<file path="config.mk">
export PLATFORM = sky130hd
export DESIGN_NAME = eth_frame_len_filter
export DESIGN_NICKNAME = d
export VERILOG_FILES = /design/src/rtl/eth_frame_len_filter.sv
export SDC_FILE = /design/constraint.sdc
export NUM_CORES = 1
export LEC_CHECK = 0
export BUFFER_PORTS_ARGS = -buffer_cell sky130_fd_sc_hd__buf_2
export CAP_MARGIN = 25
export CORE_ASPECT_RATIO = 1.2
export CORE_MARGIN = 4
export CORE_UTILIZATION = 58
export CTS_CLUSTER_DIAMETER = 80
export DETAILED_ROUTE_END_ITERATION = 10
export GPL_TIMING_DRIVEN = 0
export PLACE_DENSITY = 0.84
export SYNTH_ARGS = -nofsm -noshare
export SYNTH_HDL_FRONTEND = slang
export SYNTH_SLANG_ARGS = --single-unit
</file>
<file path="constraint.sdc">
create_clock -name clk -period 10.6 [get_ports clk]
set_clock_uncertainty 0.2 [all_clocks]
set_input_delay 2.12 -clock clk [delete_from_list [all_inputs] [get_ports clk]]
set_output_delay 2.12 -clock clk [all_outputs]
set_load 0.1 [all_outputs]
</file>
<file path="src/rtl/eth_frame_len_filter.sv">
// AXI-Stream frame length policer: discards runt frames, truncates oversize frames,
// and holds only the frame head until its minimum length is proven.
module eth_frame_len_filter #(
  parameter int DATA_WIDTH = 64,
  parameter int ID_WIDTH   = 3,
  parameter int MIN_BYTES  = 60,
  parameter int MAX_BYTES  = 1514
) (
  input  logic                    clk,
  input  logic                    reset_n,
  input  logic [DATA_WIDTH-1:0]   s_data,
  input  logic [DATA_WIDTH/8-1:0] s_keep,
  input  logic                    s_last,
  input  logic [DATA_WIDTH/8-1:0] s_user,
  input  logic [ID_WIDTH-1:0]     s_id,
  input  logic                    s_valid,
  output logic                    s_ready,
  output logic [DATA_WIDTH-1:0]   m_data,
  output logic [DATA_WIDTH/8-1:0] m_keep,
  output logic                    m_last,
  output logic [DATA_WIDTH/8-1:0] m_user,
  output logic [ID_WIDTH-1:0]     m_id,
  output logic                    m_valid,
  input  logic                    m_ready,
  output logic [31:0]             drop_count,
  output logic [31:0]             trunc_count
);

  localparam int BYTES      = DATA_WIDTH / 8;
  localparam int HOLD_BEATS = (MIN_BYTES + BYTES - 1) / BYTES;
  localparam int AW         = $clog2(2 * HOLD_BEATS);
  localparam int DEPTH      = 1 << AW;
  localparam int CNT_RAW    = $clog2(MAX_BYTES + BYTES + 1);
  localparam int CNT_W      = (CNT_RAW > 11) ? CNT_RAW : 11;
  localparam int BC_W       = $clog2(BYTES + 1);

  typedef enum logic [1:0] {ACCUM, PASS, SKIP} state_t;

  typedef struct packed {
    logic [DATA_WIDTH-1:0] data;
    logic [BYTES-1:0]      keep;
    logic                  last;
    logic [BYTES-1:0]      user;
    logic [ID_WIDTH-1:0]   id;
  } entry_t;

  state_t           state, state_nxt;
  logic [AW:0]      wr_ptr, rd_ptr, commit_ptr, start_ptr;
  logic [AW:0]      occupancy;
  logic [CNT_W-1:0] byte_cnt, new_cnt, remaining;
  logic [BC_W-1:0]  beat_bytes;
  logic [BYTES-1:0] keep_trim;
  logic             ready_en;
  logic             accept, passing, over, at_max, trunc, frame_end, runt;
  entry_t           wr_entry, rd_entry;
  entry_t           mem [DEPTH];

  assign occupancy = wr_ptr - rd_ptr;
  assign s_ready   = ready_en & ((state == SKIP) | (occupancy < (AW+1)'(DEPTH)));
  assign accept    = s_valid & s_ready;
  assign new_cnt   = byte_cnt + CNT_W'(beat_bytes);
  assign remaining = CNT_W'(MAX_BYTES) - byte_cnt;
  assign passing   = (state == PASS) | ((state == ACCUM) & (new_cnt >= CNT_W'(MIN_BYTES)));
  assign over      = new_cnt > CNT_W'(MAX_BYTES);
  assign at_max    = new_cnt == CNT_W'(MAX_BYTES);
  assign trunc     = accept & passing & (over | (at_max & ~s_last));
  assign frame_end = accept & passing & (s_last | trunc);
  assign runt      = accept & (state == ACCUM) & ~passing & s_last;

  // NOTE: every always_comb output gets a default first so no path leaves it unassigned (no latch).
  always_comb begin
    beat_bytes = '0;
    keep_trim  = '0;
    for (int i = 0; i < BYTES; i++) begin
      beat_bytes   = beat_bytes + BC_W'(s_keep[i]);
      keep_trim[i] = s_keep[i] & (CNT_W'(i) < remaining);
    end
  end

  always_comb begin
    wr_entry = '{data: s_data, keep: s_keep, last: s_last, user: s_user, id: s_id};
    if (passing && over) begin
      wr_entry.keep = keep_trim;
      wr_entry.last = 1'b1;
    end else if (passing && at_max) begin
      wr_entry.last = 1'b1;
    end
  end

  always_comb begin
    state_nxt = state;
    case (state)
      ACCUM, PASS: begin
        if (accept && passing) begin
          if (trunc && !s_last) state_nxt = SKIP;
          else if (s_last)      state_nxt = ACCUM;
          else                  state_nxt = PASS;
        end
      end
      SKIP:    if (accept && s_last) state_nxt = ACCUM;
      default: state_nxt = ACCUM;
    endcase
  end

  // NOTE: sequential state uses non-blocking assignments so every flop samples pre-edge values.
  always_ff @(posedge clk or negedge reset_n) begin
    if (!reset_n) begin
      state       <= ACCUM;
      ready_en    <= 1'b0;
      wr_ptr      <= '0;
      rd_ptr      <= '0;
      commit_ptr  <= '0;
      start_ptr   <= '0;
      byte_cnt    <= '0;
      drop_count  <= '0;
      trunc_count <= '0;
    end else begin
      state    <= state_nxt;
      ready_en <= 1'b1;
      if (m_valid && m_ready) rd_ptr <= rd_ptr + (AW+1)'(1);
      if (runt)                                wr_ptr <= start_ptr;
      else if (accept && (state != SKIP))      wr_ptr <= wr_ptr + (AW+1)'(1);
      if (accept && passing)                   commit_ptr <= wr_ptr + (AW+1)'(1);
      if (frame_end)                           start_ptr  <= wr_ptr + (AW+1)'(1);
      if (accept) begin
        if (runt || frame_end || (state == SKIP)) byte_cnt <= '0;
        else                                      byte_cnt <= new_cnt;
      end
      if (runt && (drop_count != '1))   drop_count  <= drop_count + 32'd1;
      if (trunc && (trunc_count != '1)) trunc_count <= trunc_count + 32'd1;
    end
  end

  // NOTE: the storage array is deliberately not reset; pointers alone define which entries are live.
  always_ff @(posedge clk) begin
    if (accept && (state != SKIP)) mem[wr_ptr[AW-1:0]] <= wr_entry;
  end

  assign rd_entry = mem[rd_ptr[AW-1:0]];
  assign m_valid  = rd_ptr != commit_ptr;
  assign m_data   = rd_entry.data;
  assign m_keep   = rd_entry.keep;
  assign m_last   = rd_entry.last;
  assign m_user   = rd_entry.user;
  assign m_id     = rd_entry.id;

endmodule

</file>
* Yosys cells after proc, flatten, opt, wreduce, memory -nomap -nowiden
Memory sizes are Yosys's and may differ from the RTL's.
Cells that the tools add are included.
W data, S select, Z words.
** Storage, ports and cells
- Register bits after elaboration :: 98
- Input bits :: 88
- Memory bits (writable) :: 1344
- Logic and storage cells :: 97
- Output and inout bits :: 150
- Memories :: 1
** Memory list
- mem :: words 16, width 84, read ports 1, clocked after memory_dff 0, write ports 1, line 56 : entry_t mem [DEPTH];
** Cells by class
- Bitwise logic cells :: 24
- Add/subtract/negate cells :: 14
- Reduce and logical (&&, ||, !) cells :: 16
- Muxes and demuxes :: 13
- Eq/ne operators :: 9
- Order comparisons :: 11
** Operators with widths (number)
- $add A32 B1 Y32 const B :: 2
- $ne A32 B32 Y1 const B :: 2
- $lt A3 B11 Y1 const A :: 4
- $lt A1 B11 Y1 const A :: 2
- $lt A2 B11 Y1 const A :: 2
- $and A1 B1 Y1 :: 18
- $add A4 B1 Y4 :: 4
- $add A11 B4 Y11 :: 1
- $eq A11 B11 Y1 const B :: 1
- $ge A11 B6 Y1 const B :: 1
- $gt A11 B11 Y1 const B :: 1
- $mux W11 :: 1
- $sub A11 B11 Y11 const A :: 1
- $add A5 B1 Y5 const B :: 2
- $mux W5 :: 2
- $logic_and A1 B1 Y1 :: 9
- $mux W8 :: 1
- $mux W2 :: 3
- $lt A5 B5 Y1 const B :: 1
- $mux W1 :: 5
- $ne A5 B5 Y1 :: 1
- $sub A5 B5 Y5 :: 1
- $add A3 B1 Y4 :: 1
- $ne A2 B2 Y1 const B :: 2
- other kinds (14) :: 19

* Depth between registers and ports, before layout
Gate-level depths: netlist of the first run.
- Depth after elaboration :: 18
- Gate-level depth with buffers :: 17
- Mapped depth without buffers :: 15

* Worst setup path before layout of the first run
OpenSTA, ideal clock, no wires.
- Kind :: input port to flip-flop
- Start point :: input s_valid
- End point :: memory mem[0][0] (netlist name) (enable)
- Slack :: 1.087 ns
- Library setup time :: 0.629 ns
- Buffers on the path :: 0
- Data arrival time :: 8.685 ns
- Data required time :: 9.771 ns
- Stages :: 4
- Cell sequence :: nand2_1 nor3_1 nand2_1 nor3_1
** On the way
- Cells in the longest elaborated chain, start to end :: 4
** RTL lines
- start: declaration :: line 16 : input logic s_valid,
- $and A1 B1 Y1 :: line 60 : assign accept = s_valid & s_ready;
- $logic_and A1 B1 Y1 :: line 136 : if (accept && (state != SKIP)) mem[wr_ptr[AW-1:0]] <= wr_entry;
- $mux W1 :: line 136
- $mux W1 (not written as such) :: line 136
- end: declaration :: line 56
No other way between the ends.

* Worst setup path in the final report of the first run
- Start point :: register rd_ptr[1]
- End point :: output s_ready
** On the way
- Cells in the longest elaborated chain, start to end :: 4
** RTL lines
- start: declaration :: line 48 : logic [AW:0] wr_ptr, rd_ptr, commit_ptr, start_ptr;
- start signal: assignment :: line 120 : if (m_valid && m_ready) rd_ptr <= rd_ptr + (AW+1)'(1);
- $sub A5 B5 Y5 :: line 58 : assign occupancy = wr_ptr - rd_ptr;
- $lt A5 B5 Y1 :: line 59 : assign s_ready = ready_en & ((state == SKIP) | (occupancy < (AW+1)'(DEPTH)));
- $or A1 B1 Y1 :: line 59
- $and A1 B1 Y1 :: line 59
- end: declaration :: line 17 : output logic s_ready,
No other way between the ends.

==> out/qor.csv, run 1 <==
stage,metric,value,unit
global_routing,total overflow reported by the global router,0,
detailed_routing,final WL,159000,µm
timing,"Hold Vio Cnt, Final",0,
worst_setup_path,crit path kind,flop to primary output,
worst_setup_path,crit start category,flop,
global_routing,global-route wire length before repair,226000,µm
detailed_routing,WL/cell,37.0,µm
clock_network,clk buf depth,3,
die,die width,291,µm
die,initial cell density of the core,58.5,%
detailed_routing,DR pass1 iterations,6,
synthesis,cell taking the most area after synthesis,edfxtp_1,
clock_network,later-pin clock latency in the skew report,0.73,ns
placed_design,Detailed Place HPWL,92600,µm
synthesis,fraction of registers with async set/reset,6.80,%
layout,share of cells above drive strength 1,34.0,%
worst_setup_path,CP Buf/Inv Count,5,
timing,fmax,138,MHz
timing,Final Cycle Share,68.3,%
detailed_routing,DR vias,29900,
global_routing,GRT Total Usage,31.4,%
timing,Tmin final,7.24,ns
layout,Layout Cells excl Fill,4296,
global_routing,vias in the first global route,30700,
synthesis,Cell variety after synth,60,
die,core area,95300,µm²
worst_hold_path,HP Start,drop_count[7]$_DFFE_PN0P_,
placed_design,DP Area,60500,µm²
synthesis,Post-synth top flop,edfxtp_1,
synthesis,syn nets,2519,
placed_design,placed instance count,4020,
worst_setup_path,Critical Path AT,4.92,ns
worst_setup_path,"Cell Chain, Critical Path",clkbuf_1 -> clkbuf_1 -> clkbuf_1 -> inv_1 -> ha_1 -> nand2_1 -> o21ai_0 -> a21oi_1 -> xor2_1 -> a21boi_0 -> buf_2,
placed_design,PortBufs,237,
synthesis,synthesized area,55700,µm²
die,Die Y,348,µm
synthesis,number of enable flip-flop cells after synthesis,1344,
placed_design,GP Congestion,0.842,
clock_network,TritonCTS clock tree,yes,
clock_network,hold-fix buffers at CTS,0,
timing,Slew Limit Fails,0,
detailed_routing,Routed Antenna Nets,0,
clock_network,TritonCTS buffer count,130,
clock_network,H-tree levels,4,
global_routing,initial antenna violation count,24,
detailed_routing,DR vias/cell,6.95,
power_and_ir_drop,final total power,0.0188,W
timing,final setup fails,0,
worst_hold_path,Hold Path Class,flop to flop,
worst_setup_path,crit-path max FO,10,
worst_setup_path,CP max stage delay,0.78,ns
synthesis,top-area cell type share of the netlist area,72.4,%
clock_network,Sink Count,1442,
global_routing,largest net degree at the start of global routing,53,
worst_setup_path,FF-to-FF Start,rd_ptr[1]$_DFFE_PN0P_,
worst_setup_path,endpoint class of the critical path,primary output,
power_and_ir_drop,Leakage,21.5,nW
clock_network,clk slew on worst S/H paths,0.06,ns
worst_setup_path,Critical Path Source,rd_ptr[1]$_DFFE_PN0P_,
die,Site Rows,124,
run_status,status,finished clean,
die,Die ar.,101000,µm²
flow_run,max cap viols,0,
layout,NumNets Final,3034,
synthesis,most frequent cell after synthesis,edfxtp_1,
die,Top Ports,238,
layout,Layout area overhead,16.6,%
worst_setup_path,Top Family by Delay on Critical Path,buffers and inverters,
timing,Max-slew headroom,27.7,%
worst_setup_path,most frequent CP cell,clkbuf_1,
worst_setup_path,WP data required,8.28,ns
synthesis,top post-synthesis cells by area,"edfxtp_1 (72%), mux4_2 (17%), dfrtp_1 (4.4%)",
synthesis,Cells after Synth,2409,
synthesis,"flops & latches, synth",1442,
clock_network,clk root buf,clkbuf_16,
clock_network,post-CTS setup buffer count,0,
synthesis,warning count from the yosys run,0,
synthesis,top post-synthesis cells by count,"edfxtp_1 (1,344), mux4_2 (420), dfrtp_1 (98)",
timing,RSZ-0062 raised after global routing,false,
synthesis,Avg Inst Size Synth,23.1,µm²
power_and_ir_drop,worst vdd ir,0.285,mV
layout,fill count,5349,
detailed_routing,Starting DRT DRC Count,5097,
layout,final design area excluding fillers,65000,µm²
power_and_ir_drop,PD cells,290,nW/µm²
synthesis,register area share after synthesis,76.8,%
worst_setup_path,slowest CP cell,clkbuf_1,
clock_network,CTS resizes,0,
timing,worst slew pin tran,1.09,ns
detailed_routing,DRC viols,0,
[where the power goes]
group          internal [W]  total [W]  switching [W]
Clock               0.00248    0.00456        0.00208
Combinational       0.00242    0.00766        0.00524
Sequential          0.00650    0.00662       0.000119
[registers in the layout, indices dropped and copies added (netlist names)]
| name | count |
|---|---|
| start_ptr | 5 |
| drop_count | 32 |
| ready_en | 1 |
| commit_ptr | 5 |
| mem | 1344 |
| wr_ptr | 5 |
| byte_cnt | 11 |
| trunc_count | 32 |
| rd_ptr | 5 |
| state | 2 |
[worst register-to-register path, delay by kind of cell, from the launching register on]
kind	cells	cell delay, ns
xor gates and xnor gates	1	0.19
buffers and inverters	9	3.06
adders and majority gates	1	0.34
DFF	1	0.38
and+or+nand+nor	4	1.36
AOI/OAI and AO/OA	2	0.57
[final cells by class]
cell class,count,area [µm²],share of cell area [%]
inverter,23,86.3,0.133
sequential,1442,42800,65.9
buffer,113,448,0.690
antenna,18,45.0,0.0693
multi-input combinational,831,12500,19.2
tap,1260,1580,2.43
timing repair buffer,383,3560,5.47
clock buffer,165,3460,5.32
clock inverter,61,483,0.743
[layer usage]
metal  wire [µm]  GRT usage (%)
met2       82500           52.7
met1       50000           39.2
met5          79              0
met4        8580           15.8
met3       17900           7.03
[layout by cell type (no fill, tap or decap), types with 35 or more instances in the layout]
| cell type | count |
|---|---|
| edfxtp_1 | 1344 |
| nand2_1 | 52 |
| clkbuf_16 | 133 |
| xor2_1 | 41 |
| mux4_2 | 420 |
| nand3_1 | 35 |
| clkbuf_1 | 99 |
| buf_2 | 244 |
| buf_8 | 49 |
| dfrtp_1 | 98 |
| xnor2_1 | 48 |
[logic make-up after synthesis]
kind of cell	count (synthesis)	synth area share, %
other cells	1	0.00673
fa+ha+maj	22	0.561
compound gates	57	0.781
flops	1442	76.8
buf+inv	136	0.959
mux	432	17.2
xor+xnor	90	1.43
simple gates	229	2.24
[per-stage QoR]
stage          setup TNS, ns  setup WS (ns)  hold WS (ns)  util, %
6_report                   0           3.36         0.304     68.2
3_3_place_gp        -4356.97          -7.01         0.255     61.4
2_1_floorplan              0           1.09         0.246        -
5_1_grt                    0           3.16         0.319     68.2
3_5_place_dp               0           2.64         0.278     63.5
4_1_cts                    0           3.30         0.296     67.7
[path summary, 6_finish.rpt]
path | to | slack, ns | depth (start not counted)
worst max-delay path | s_ready | 3.36 | 11
worst min-delay path | drop_count[7]$_DFFE_PN0P_ | 0.30 | 1
worst max register to register | mem[2][69]$_DFFE_PP_ | 4.19 | 17
worst min register to register | drop_count[7]$_DFFE_PN0P_ | 0.30 | 1
max in group asynchronous | rd_ptr[2]$_DFFE_PN0P_ | 8.31 | 2
min in group asynchronous | trunc_count[29]$_DFFE_PN0P_ | 1.21 | 1
(Power assumes the default switching activity.)
==> run 2: changes to the inputs <==
==> constraint.sdc (replaced) <==
create_clock -name clk -period 7.3 [get_ports clk]
set_clock_uncertainty 0.2 [all_clocks]
set_input_delay 1.46 -clock clk [delete_from_list [all_inputs] [get_ports clk]]
set_output_delay 1.46 -clock clk [all_outputs]
set_load 0.1 [all_outputs]
==> run 2 against run 1 <==
Compared with the run above: first-iteration DRC count is 0.31% lower; die area stayed put; routed wire length is 2.7% higher; clock power is 54% higher; register-to-register slack worse by 3.8 ns; critical path type is now flop to flop; critical endpoint is now mem[10][48]$_DFFE_PP_.
==> out/qor.csv, run 2 (synthesis gave the netlist of run 1 again) <==
stage,metric,value,unit,change
layout,max reg flops,1344,,unchanged
placed_design,Detailed Place HPWL,89200,µm,"was 92,600 µm"
timing,Final Cycle Share,94.9,%,
clock_network,clk slew on worst S/H paths,0.07,ns,was 0.06 ns
power_and_ir_drop,Leakage,21.5,nW,about the same
timing,Max-slew headroom,15.7,%,was 27.7%
worst_setup_path,WP data required,7.54,ns,was 8.28 ns
worst_setup_path,crit-path max FO,23,,was 10
detailed_routing,DR vias/cell,7.04,,was 6.95
detailed_routing,DR pass1 iterations,6,,unchanged
detailed_routing,WL/cell,38.1,µm,was 37.0 µm
placed_design,pre-CTS setup slack,-0.152,ns,was 2.64 ns
detailed_routing,DR vias,30100,,"was 29,900"
layout,fin util,68.4,%,was 68.2%
die,Site Rows,124,,unchanged
worst_setup_path,Critical Path AT,7.16,ns,was 4.92 ns
timing,fmax,144,MHz,
die,Die Y,348,µm,unchanged
clock_network,H-tree levels,4,,unchanged
die,Die ar.,101000,µm²,unchanged
clock_network,later-pin clock latency in the skew report,0.74,ns,was 0.73 ns
timing,Slew Limit Fails,0,,unchanged
clock_network,clk buf depth,3,,unchanged
placed_design,placed instance count,3996,,"was 4,020"
timing,worst slew pin tran,1.26,ns,was 1.09 ns
global_routing,largest net degree at the start of global routing,72,,was 53
timing,final setup fails,0,,unchanged
timing,"Hold Vio Cnt, Final",0,,unchanged
clock_network,clk root buf,clkbuf_16,,unchanged
layout,"most common cell after layout, fill and taps aside",edfxtp_1,,unchanged
global_routing,global-route wire length before repair,223000,µm,"was 226,000 µm"
clock_network,post-CTS setup buffer count,0,,unchanged
detailed_routing,Routed Antenna Nets,0,,unchanged
power_and_ir_drop,final total power,0.0278,W,was 0.0188 W
global_routing,vias in the first global route,30800,,"was 30,700"
worst_hold_path,hold depth,1,,unchanged
die,initial cell density of the core,58.5,%,unchanged
global_routing,initial antenna violation count,21,,was 24
run_status,status,finished clean,,unchanged
clock_network,TritonCTS clock tree,yes,,unchanged
worst_hold_path,Hold Path Class,flop to flop,,unchanged
detailed_routing,DRC viols,0,,unchanged
worst_setup_path,worst reg2reg path depth,16,,was 17
clock_network,CTS resizes,0,,unchanged
layout,NumNets Final,3015,,"was 3,034"
power_and_ir_drop,worst vdd ir,0.639,mV,was 0.285 mV
layout,fill count,5455,,"was 5,349"
clock_network,Sink Count,1442,,unchanged
detailed_routing,final WL,163000,µm,"was 159,000 µm"
placed_design,GP Congestion,0.851,,was 0.842
die,die width,291,µm,unchanged
layout,share of cells above drive strength 1,34.0,%,about the same
worst_setup_path,crit path kind,flop to flop,,was flop to primary output
global_routing,GRT Total Usage,30.9,%,was 31.4%
layout,"commonest cells after routing, fill and taps aside","edfxtp_1 (1,344), mux4_2 (420), buf_2 (244)",,unchanged
worst_setup_path,endpoint class of the critical path,flop,,was primary output
timing,RSZ-0062 raised after global routing,false,,unchanged
die,Top Ports,238,,unchanged
power_and_ir_drop,PD cells,427,nW/µm²,was 290 nW/µm²
detailed_routing,Starting DRT DRC Count,5081,,"was 5,097"
flow_run,max cap viols,0,,unchanged
layout,Layout Cells excl Fill,4283,,"was 4,296"
worst_setup_path,crit start category,flop,,unchanged
global_routing,total overflow reported by the global router,0,,unchanged
timing,Tmin final,6.93,ns,
layout,Layout area overhead,16.8,%,was 16.6%
placed_design,PortBufs,237,,unchanged
clock_network,TritonCTS buffer count,133,,was 130
die,core area,95300,µm²,unchanged
clock_network,hold-fix buffers at CTS,0,,unchanged
timing,setup ws final,0.373,ns,was 3.36 ns
## run 2: worst paths after layout
path                                          endpoint  slack (ns)                        from
setup reg to reg                 mem[10][48]$_DFFE_PP_        0.37       rd_ptr[1]$_DFFE_PN0P_
max in group asynchronous    drop_count[8]$_DFFE_PN0P_        5.78                     reset_n
setup / recovery                 mem[10][48]$_DFFE_PP_        0.37       rd_ptr[1]$_DFFE_PN0P_
hold reg to reg             drop_count[26]$_DFFE_PN0P_        0.29  drop_count[26]$_DFFE_PN0P_
min in group asynchronous  trunc_count[25]$_DFFE_PN0P_        0.45                     reset_n
hold / removal              drop_count[26]$_DFFE_PN0P_        0.29  drop_count[26]$_DFFE_PN0P_
## run 2: through the flow
stage | area [µm²] | TNS [ns] | hold WS, ns
global placement | 58500 | -6965.03 | 0.266
global route | 65100 | 0 | 0.305
detailed placement | 60400 | -3.39 | 0.274
CTS | 64600 | 0 | 0.284
floorplan | 55800 | 0 | 0.246
finish | 65100 | 0 | 0.286
## run 2: power by group
part | leakage [nW] | switching, W | internal [W] | total (W)
sequential | 13.4 | 0.000184 | 0.00944 | 0.00962
clock | 2.03 | 0.00317 | 0.00384 | 0.00701
combinational | 6.06 | 0.00766 | 0.00351 | 0.0112
## run 2: area by class of cell
class	instances	area [µm²]	area share, %
Sequential cell	1442	42800	65.7
Multi-Input combinational cell	831	12500	19.2
Clock buffer	161	3560	5.47
Timing Repair Buffer	361	3420	5.25
Tap cell	1260	1580	2.42
Clock inverter	72	638	0.980
Buffer	113	448	0.688
Inverter	23	86.3	0.133
Antenna cell	20	50.0	0.0769
## run 2: critical path, stage by stage (launching register included)
cell	delay (ns)
dfrtp_1	0.41
clkbuf_1	0.35
clkbuf_1	0.90
clkbuf_1	0.65
inv_1	0.18
ha_1	0.33
nand2_1	0.05
o21ai_0	0.51
a21oi_1	0.21
xor2_1	0.20
nor3_1	0.49
clkbuf_2	0.30
nand2_1	0.30
nor2_4	0.71
buf_12	0.29
buf_12	0.25
buf_16	0.21
## run 2: metal layers
layer	vias to the layer above	part of all wire (%)	track usage (%)	wire [µm]
met5	-	0.042	0	69
met4	12	6.0	14.4	9840
met3	565	11	6.63	18100
met2	2887	51	51.6	83300
met1	15500	32	39.6	52100
li1	11200	-	-	-
